$ cat src/rtl/mac_pkg.sv
// Shared constants and tag type for the mantissa multiply datapath.
package mac_pkg;

    localparam int unsigned MANT_W      = 24;
    localparam int unsigned PROD_W      = 2 * MANT_W;
    localparam int unsigned NUM_REQ_DEF = 4;
    localparam int unsigned ID_W_DEF    = $clog2(NUM_REQ_DEF);

    typedef logic [ID_W_DEF-1:0] id_t;

endpackage

$ cat src/rtl/Int_Multiplier.sv
// Purely combinational unsigned W x W -> 2W integer multiplier.
module Int_Multiplier #(
    parameter int unsigned W = 24
) (
    input  logic [W-1:0]   a,
    input  logic [W-1:0]   b,
    output logic [2*W-1:0] product
);

    localparam int unsigned PW = 2 * W;

    // Full-width product, no truncation.
    assign product = PW'(a) * PW'(b);

endmodule

$ cat src/rtl/rr_arbiter.sv
// Combinational round-robin arbiter: first asserted request at or after ptr wins.
module rr_arbiter #(
    parameter int unsigned N     = 4,
    parameter int unsigned IDX_W = $clog2(N)
) (
    input  logic [N-1:0]     req,
    input  logic [IDX_W-1:0] ptr,
    output logic [N-1:0]     grant,
    output logic [IDX_W-1:0] grant_idx
);

    // Scan ptr, ptr+1, ... with modulo-N wrap and stop at the first request.
    always_comb begin
        int unsigned idx;
        logic        found;
        grant     = '0;
        grant_idx = '0;
        found     = 1'b0;
        idx       = 0;
        for (int unsigned off = 0; off < N; off++) begin
            idx = int'(ptr) + off;
            if (idx >= N) begin
                idx = idx - N;
            end
            if (!found && req[IDX_W'(idx)]) begin
                found                 = 1'b1;
                grant[IDX_W'(idx)]    = 1'b1;
                grant_idx             = IDX_W'(idx);
            end
        end
    end

endmodule

$ cat src/rtl/mant_mul_arbiter.sv
// Round-robin sharing of one 24x24 mantissa multiplier with a two-stage pipeline.
module mant_mul_arbiter
    import mac_pkg::*;
#(
    parameter int unsigned NUM_REQ = 4,
    parameter int unsigned ID_W    = $clog2(NUM_REQ)
) (
    input  logic                      clk,
    input  logic                      rst,
    input  logic [NUM_REQ-1:0]        req_valid,
    input  logic [NUM_REQ*MANT_W-1:0] req_a,
    input  logic [NUM_REQ*MANT_W-1:0] req_b,
    output logic [NUM_REQ-1:0]        req_ready,
    output logic                      rsp_valid,
    output logic [ID_W-1:0]           rsp_id,
    output logic [PROD_W-1:0]         rsp_product,
    input  logic                      rsp_ready
);

    logic [ID_W-1:0]    rr_ptr;
    logic [NUM_REQ-1:0] grant;
    logic [ID_W-1:0]    grant_idx;
    logic               adv;
    logic               transfer;
    logic [MANT_W-1:0]  sel_a;
    logic [MANT_W-1:0]  sel_b;

    logic               s1_valid;
    logic [MANT_W-1:0]  s1_a;
    logic [MANT_W-1:0]  s1_b;
    logic [ID_W-1:0]    s1_id;
    logic [PROD_W-1:0]  mul_p;

    logic               s2_valid;
    logic [PROD_W-1:0]  s2_product;
    logic [ID_W-1:0]    s2_id;

    rr_arbiter #(
        .N     (NUM_REQ),
        .IDX_W (ID_W)
    ) u_arb (
        .req       (req_valid),
        .ptr       (rr_ptr),
        .grant     (grant),
        .grant_idx (grant_idx)
    );

    Int_Multiplier #(
        .W (MANT_W)
    ) u_mul (
        .a       (s1_a),
        .b       (s1_b),
        .product (mul_p)
    );

    // Pipeline moves whenever S2 is empty or its product is being taken.
    always_comb begin
        adv       = !s2_valid || rsp_ready;
        req_ready = adv ? grant : '0;
        transfer  = adv && (|grant);
    end

    // Operand mux for the granted requester.
    always_comb begin
        sel_a = '0;
        sel_b = '0;
        for (int unsigned i = 0; i < NUM_REQ; i++) begin
            if (grant[i]) begin
                sel_a = req_a[i*MANT_W +: MANT_W];
                sel_b = req_b[i*MANT_W +: MANT_W];
            end
        end
    end

    // Priority pointer moves past the requester just served.
    always_ff @(posedge clk) begin
        if (rst) begin
            rr_ptr <= '0;
        end else if (transfer) begin
            if (grant_idx == ID_W'(NUM_REQ - 1)) begin
                rr_ptr <= '0;
            end else begin
                rr_ptr <= grant_idx + ID_W'(1);
            end
        end
    end

    // S1 operand stage and S2 product stage; both freeze under backpressure.
    always_ff @(posedge clk) begin
        if (rst) begin
            s1_valid   <= 1'b0;
            s1_a       <= '0;
            s1_b       <= '0;
            s1_id      <= '0;
            s2_valid   <= 1'b0;
            s2_product <= '0;
            s2_id      <= '0;
        end else if (adv) begin
            s2_valid   <= s1_valid;
            s2_product <= mul_p;
            s2_id      <= s1_id;
            s1_valid   <= transfer;
            if (transfer) begin
                s1_a  <= sel_a;
                s1_b  <= sel_b;
                s1_id <= grant_idx;
            end
        end
    end

    assign rsp_valid   = s2_valid;
    assign rsp_id      = s2_id;
    assign rsp_product = s2_product;

endmodule

$ cat config.mk
export PLATFORM = sky130hd
export DESIGN_NAME = mant_mul_arbiter
export DESIGN_NICKNAME = d
export VERILOG_FILES = /design/src/rtl/mac_pkg.sv /design/src/rtl/Int_Multiplier.sv /design/src/rtl/rr_arbiter.sv /design/src/rtl/mant_mul_arbiter.sv
export SDC_FILE = /design/constraint.sdc
export NUM_CORES = 2
export LEC_CHECK = 0
export ABC_AREA = 1
export CORE_MARGIN = 2
export CORE_UTILIZATION = 61
export CTS_CLUSTER_DIAMETER = 40
export CTS_CLUSTER_SIZE = 14
export DETAILED_ROUTE_END_ITERATION = 10
export GPL_ROUTABILITY_DRIVEN = 0
export PLACE_DENSITY = 0.93
export SLEW_MARGIN = 20
export SYNTH_ARGS = -nofsm -noshare
export SYNTH_HDL_FRONTEND = slang
export SYNTH_HIERARCHICAL = 1
export SYNTH_SLANG_ARGS = --single-unit
export TNS_END_PERCENT = 30
$ cat constraint.sdc
create_clock -name clk -period 8.25 [get_ports clk]
set_clock_uncertainty 0.2 [all_clocks]
set_input_delay 2.0625 -clock clk [delete_from_list [all_inputs] [get_ports clk]]
set_output_delay 2.0625 -clock clk [all_outputs]
set_load 0.1 [all_outputs]
==> flow_metrics.tcl <==
set metrics [dict create \
    relSlewSlack_pct 20.6 \
    finalSetupViolations 0 \
    synth_top_family_by_area "adder cells" \
    pwr-share-seq_pct 14.6 \
    tightestPinTransition_ns 1.19 \
    area_growth_pct 12.3 \
    timing.rr.start "s1_a[13]$_SDFFE_PP0P_" \
    dp.cells 4564 \
    netSwitchingPower_mw 4.21 \
    p_leak_nw 17.5 \
    final_layout_size_suffix_gt1_share_pct 3.15 \
    cts_setup_buffers 0 \
    via_per_inst 5.49 \
    grt_max_degree 78 \
    post_drt_wl_per_cell_um 17.7 \
    ys_top_cells_by_count "nand2_1 (1,319), inv_1 (1,026), fa_1 (482), a21oi_1 (185), ha_1 (180)" \
    r2r-end "rsp_product[40]$_SDFFE_PP0N_" \
    start_util_pct 61.7 \
    synth_compound_area_share_pct 3.96 \
    synth-edff-count 0 \
    hold_depth 2 \
    synth_ff_type "dfxtp_1" \
    synth_adder_area_share_pct 45.0 \
    dr.pass1.iters 7 \
    postRouteAntennaNets 0 \
    fp.dieW_um 212 \
    p_per_area_mw_per_mm2 228 \
    whs_ns 0.262 \
    synthXorXnorAreaFrac_pct 0.894 \
    syn_avg_cell_area_um2 6.88 \
    dr_total_vias 25165 \
    internal-power_mw 2.56 \
    grt_pass1_wl_um 130000 \
    hold_path.class "reg2reg" \
    yosysSeqAreaShare_pct 7.87 \
    critPathLaunchType "flip-flop" \
    post-route-drc-count 0 \
    ys_seq_elements 104 \
    finalPower_mw 6.77 \
    antenna_found_initial 1 \
    critPathRequiredTime_ns 8.36 \
    cts_max_path_buffers 2 \
    netlist_instances 3843 \
    drt_iter0_markers 3126 \
    worstSetupPathType "reg2reg" \
    clk-insertion-delay-late_ns 0.38 \
    hold_end "rsp_id[0]$_SDFFE_PP0N_" \
    power_frac_clock_pct 6.7 \
    ioPinCount 254 \
    worstHoldStart "rsp_id[0]$_SDFFE_PP0N_" \
    fmax_ghz 0.133 \
    synth_cell_types 37 \
    synth_fp_nets 4704 \
    min_period_ns 7.50 \
    overflow 0 \
    rows 76 \
    cp-end-kind "flip-flop" \
    coreArea_mm2 0.0429 \
    r2r_slack_ns 0.75 \
    yosysTopAreaCell "fa_1" \
    final_cells 4580 \
    synth.most_common_cell "nand2_1" \
    synth_warnings 6 \
    synth.cell_area_mm2 0.0264 \
    crit_fanout 25 \
    synth_area_leaders "fa_1 (36%), nand2_1 (19%), inv_1 (15%)" \
    yosys.area_share.simple_pct 24.8 \
    clk_pin_slew_ns 0.09 \
    numCtsBuffers 9 \
    slew_viol_final 0 \
    finalCritPeriodShare_pct 90.9 \
    p_sw_share_pct 62.2 \
    die_y_um 212 \
    r2r_cells 26 \
    portBuffers 253 \
    hpwl_um 63800 \
    cp_data_arrival_time_ns 7.61 \
    hold_violations 0 \
    cts_hold_buf 0 \
    wl_um 81000 \
    outcome "complete, no violations" \
    drv_cap 0 \
    synth_top_area_share_pct 36.5 \
    ir_drop_mv 0.260 \
    rsz0062_at_grt "no" \
    cts.sinks 104 \
    grt_pass1_vias 26339 \
    h-tree-depth 3 \
    die-area_mm2 0.0450 \
    synthMuxAreaShare_pct 0 \
    synthArstFlopShare_pct 0 \
    track_usage_pct 37.3 \
    comb_power_share_pct 78.7 \
    cts_root_buf "clkbuf_16" \
    antennaDiodeCount 0 \
    tritoncts "yes" \
    nNetsFinal 4851 \
    finalSetupTns_ns 0 \
    post_cts_resized 0 \
]
worst max path at each step:
stage | slack [ns] | cells after the start | from | to
global route | 0.55 | 23 | s1_a[13]$_SDFFE_PP0P_ | rsp_product[29]$_SDFFE_PP0N_
detailed placement | 1.19 | 28 | s1_a[12]$_SDFFE_PP0P_ | rsp_product[40]$_SDFFE_PP0N_
global placement | 1.39 | 25 | s1_a[13]$_SDFFE_PP0P_ | rsp_product[23]$_SDFFE_PP0N_
finish | 0.75 | 26 | s1_a[13]$_SDFFE_PP0P_ | rsp_product[40]$_SDFFE_PP0N_
CTS | 1.11 | 28 | s1_a[12]$_SDFFE_PP0P_ | rsp_product[40]$_SDFFE_PP0N_
floorplan | 1.54 | 12 | req_valid[3] | req_ready[0]
worst max-delay path: stages (launching register included):
cell     delay (ns)
dfxtp_1        1.06
nand2_1        0.51
fa_1           0.68
inv_1          0.06
fa_1           0.48
inv_1          0.06
fa_1           0.51
fa_1           0.54
inv_1          0.07
fa_1           0.52
fa_1           0.57
inv_1          0.07
fa_1           0.50
inv_1          0.05
ha_1           0.36
nand2_1        0.13
nor2_2         0.17
nand2_1        0.10
nor2_1         0.13
nand2_1        0.08
nand3_2        0.11
nand2_1        0.08
nand2_1        0.06
nand2_1        0.04
nand2_1        0.05
nand2_1        0.05
a21oi_1        0.17
layout make-up:
class	count	area [um2]
Multi-Input combinational cell	2540	19800
Fill cell	3095	13200
Inverter	1032	3890
Timing Repair Buffer	303	2920
Sequential cell	104	2090
Tap cell	585	732
Clock buffer	9	225
Clock inverter	7	73.8
power by group through the flow:
stage          combinational [mW]  clock (mW)  sequential, mW
2_1_floorplan                3.36           0            1.17
3_3_place_gp                 4.95           0           0.967
3_5_place_dp                 5.07           0           0.972
4_1_cts                      5.17       0.457           0.967
5_1_grt                      5.77       0.472            1.00
6_report                     5.33       0.454           0.991
metrics by stage:
step	instance area, um2	setup WS (ns)	utilization [%]
after global routing	29700	0.548	69.2
after floorplan	26400	1.54	-
after detailed placement	29400	1.19	68.5
after global placement	29400	1.39	68.5
final	29700	0.749	69.2
after CTS	29700	1.11	69.2
sequential cells by signal, summed over array words and instances (netlist names):
name	cells
rsp_product	48
rr_ptr	2
s1_valid	1
rsp_id	2
s1_b	24
s1_a	24
rsp_valid	1
s1_id	2
metal layers:
metal  part of all wire [%]  track usage (%)
met1                     35             44.5
met2                     46             59.7
met3                     13             12.5
met4                    5.7             20.5
met5                      0                0
layout by cell type (no fill, tap or decap), drive strengths merged:
| master | n |
|---|---|
| nand2 | 1337 |
| inv | 1033 |
| fa | 482 |
| clkdlybuf4s50 | 248 |
| a21oi | 185 |
| nor2 | 185 |
| ha | 180 |
| nand3 | 113 |
| dfxtp | 104 |
| buf | 55 |
| xor2 | 21 |
| clkbuf | 9 |
| xnor2 | 6 |
| o21bai | 6 |
| nor3 | 4 |
| a21boi | 4 |
| a31oi | 4 |
| clkinv | 4 |
| o21ai | 4 |
| nand4 | 3 |
| or2 | 3 |
| and2 | 2 |
| clkinvlp | 1 |
| bufinv | 1 |
| nand2b | 1 |
kinds of logic (layout without fill, tap and decap cells):
logic type               count (synthesis)  in the layout
AO/OA/AOI/OAI                          203            203
XOR/XNOR                                27             27
adder cells (fa/ha/maj)                662            662
AND/OR/NAND/NOR                       1648           1648
flip-flops                             104            104
buffers and inverters                 1199           1351
(Power assumes the default switching activity.)
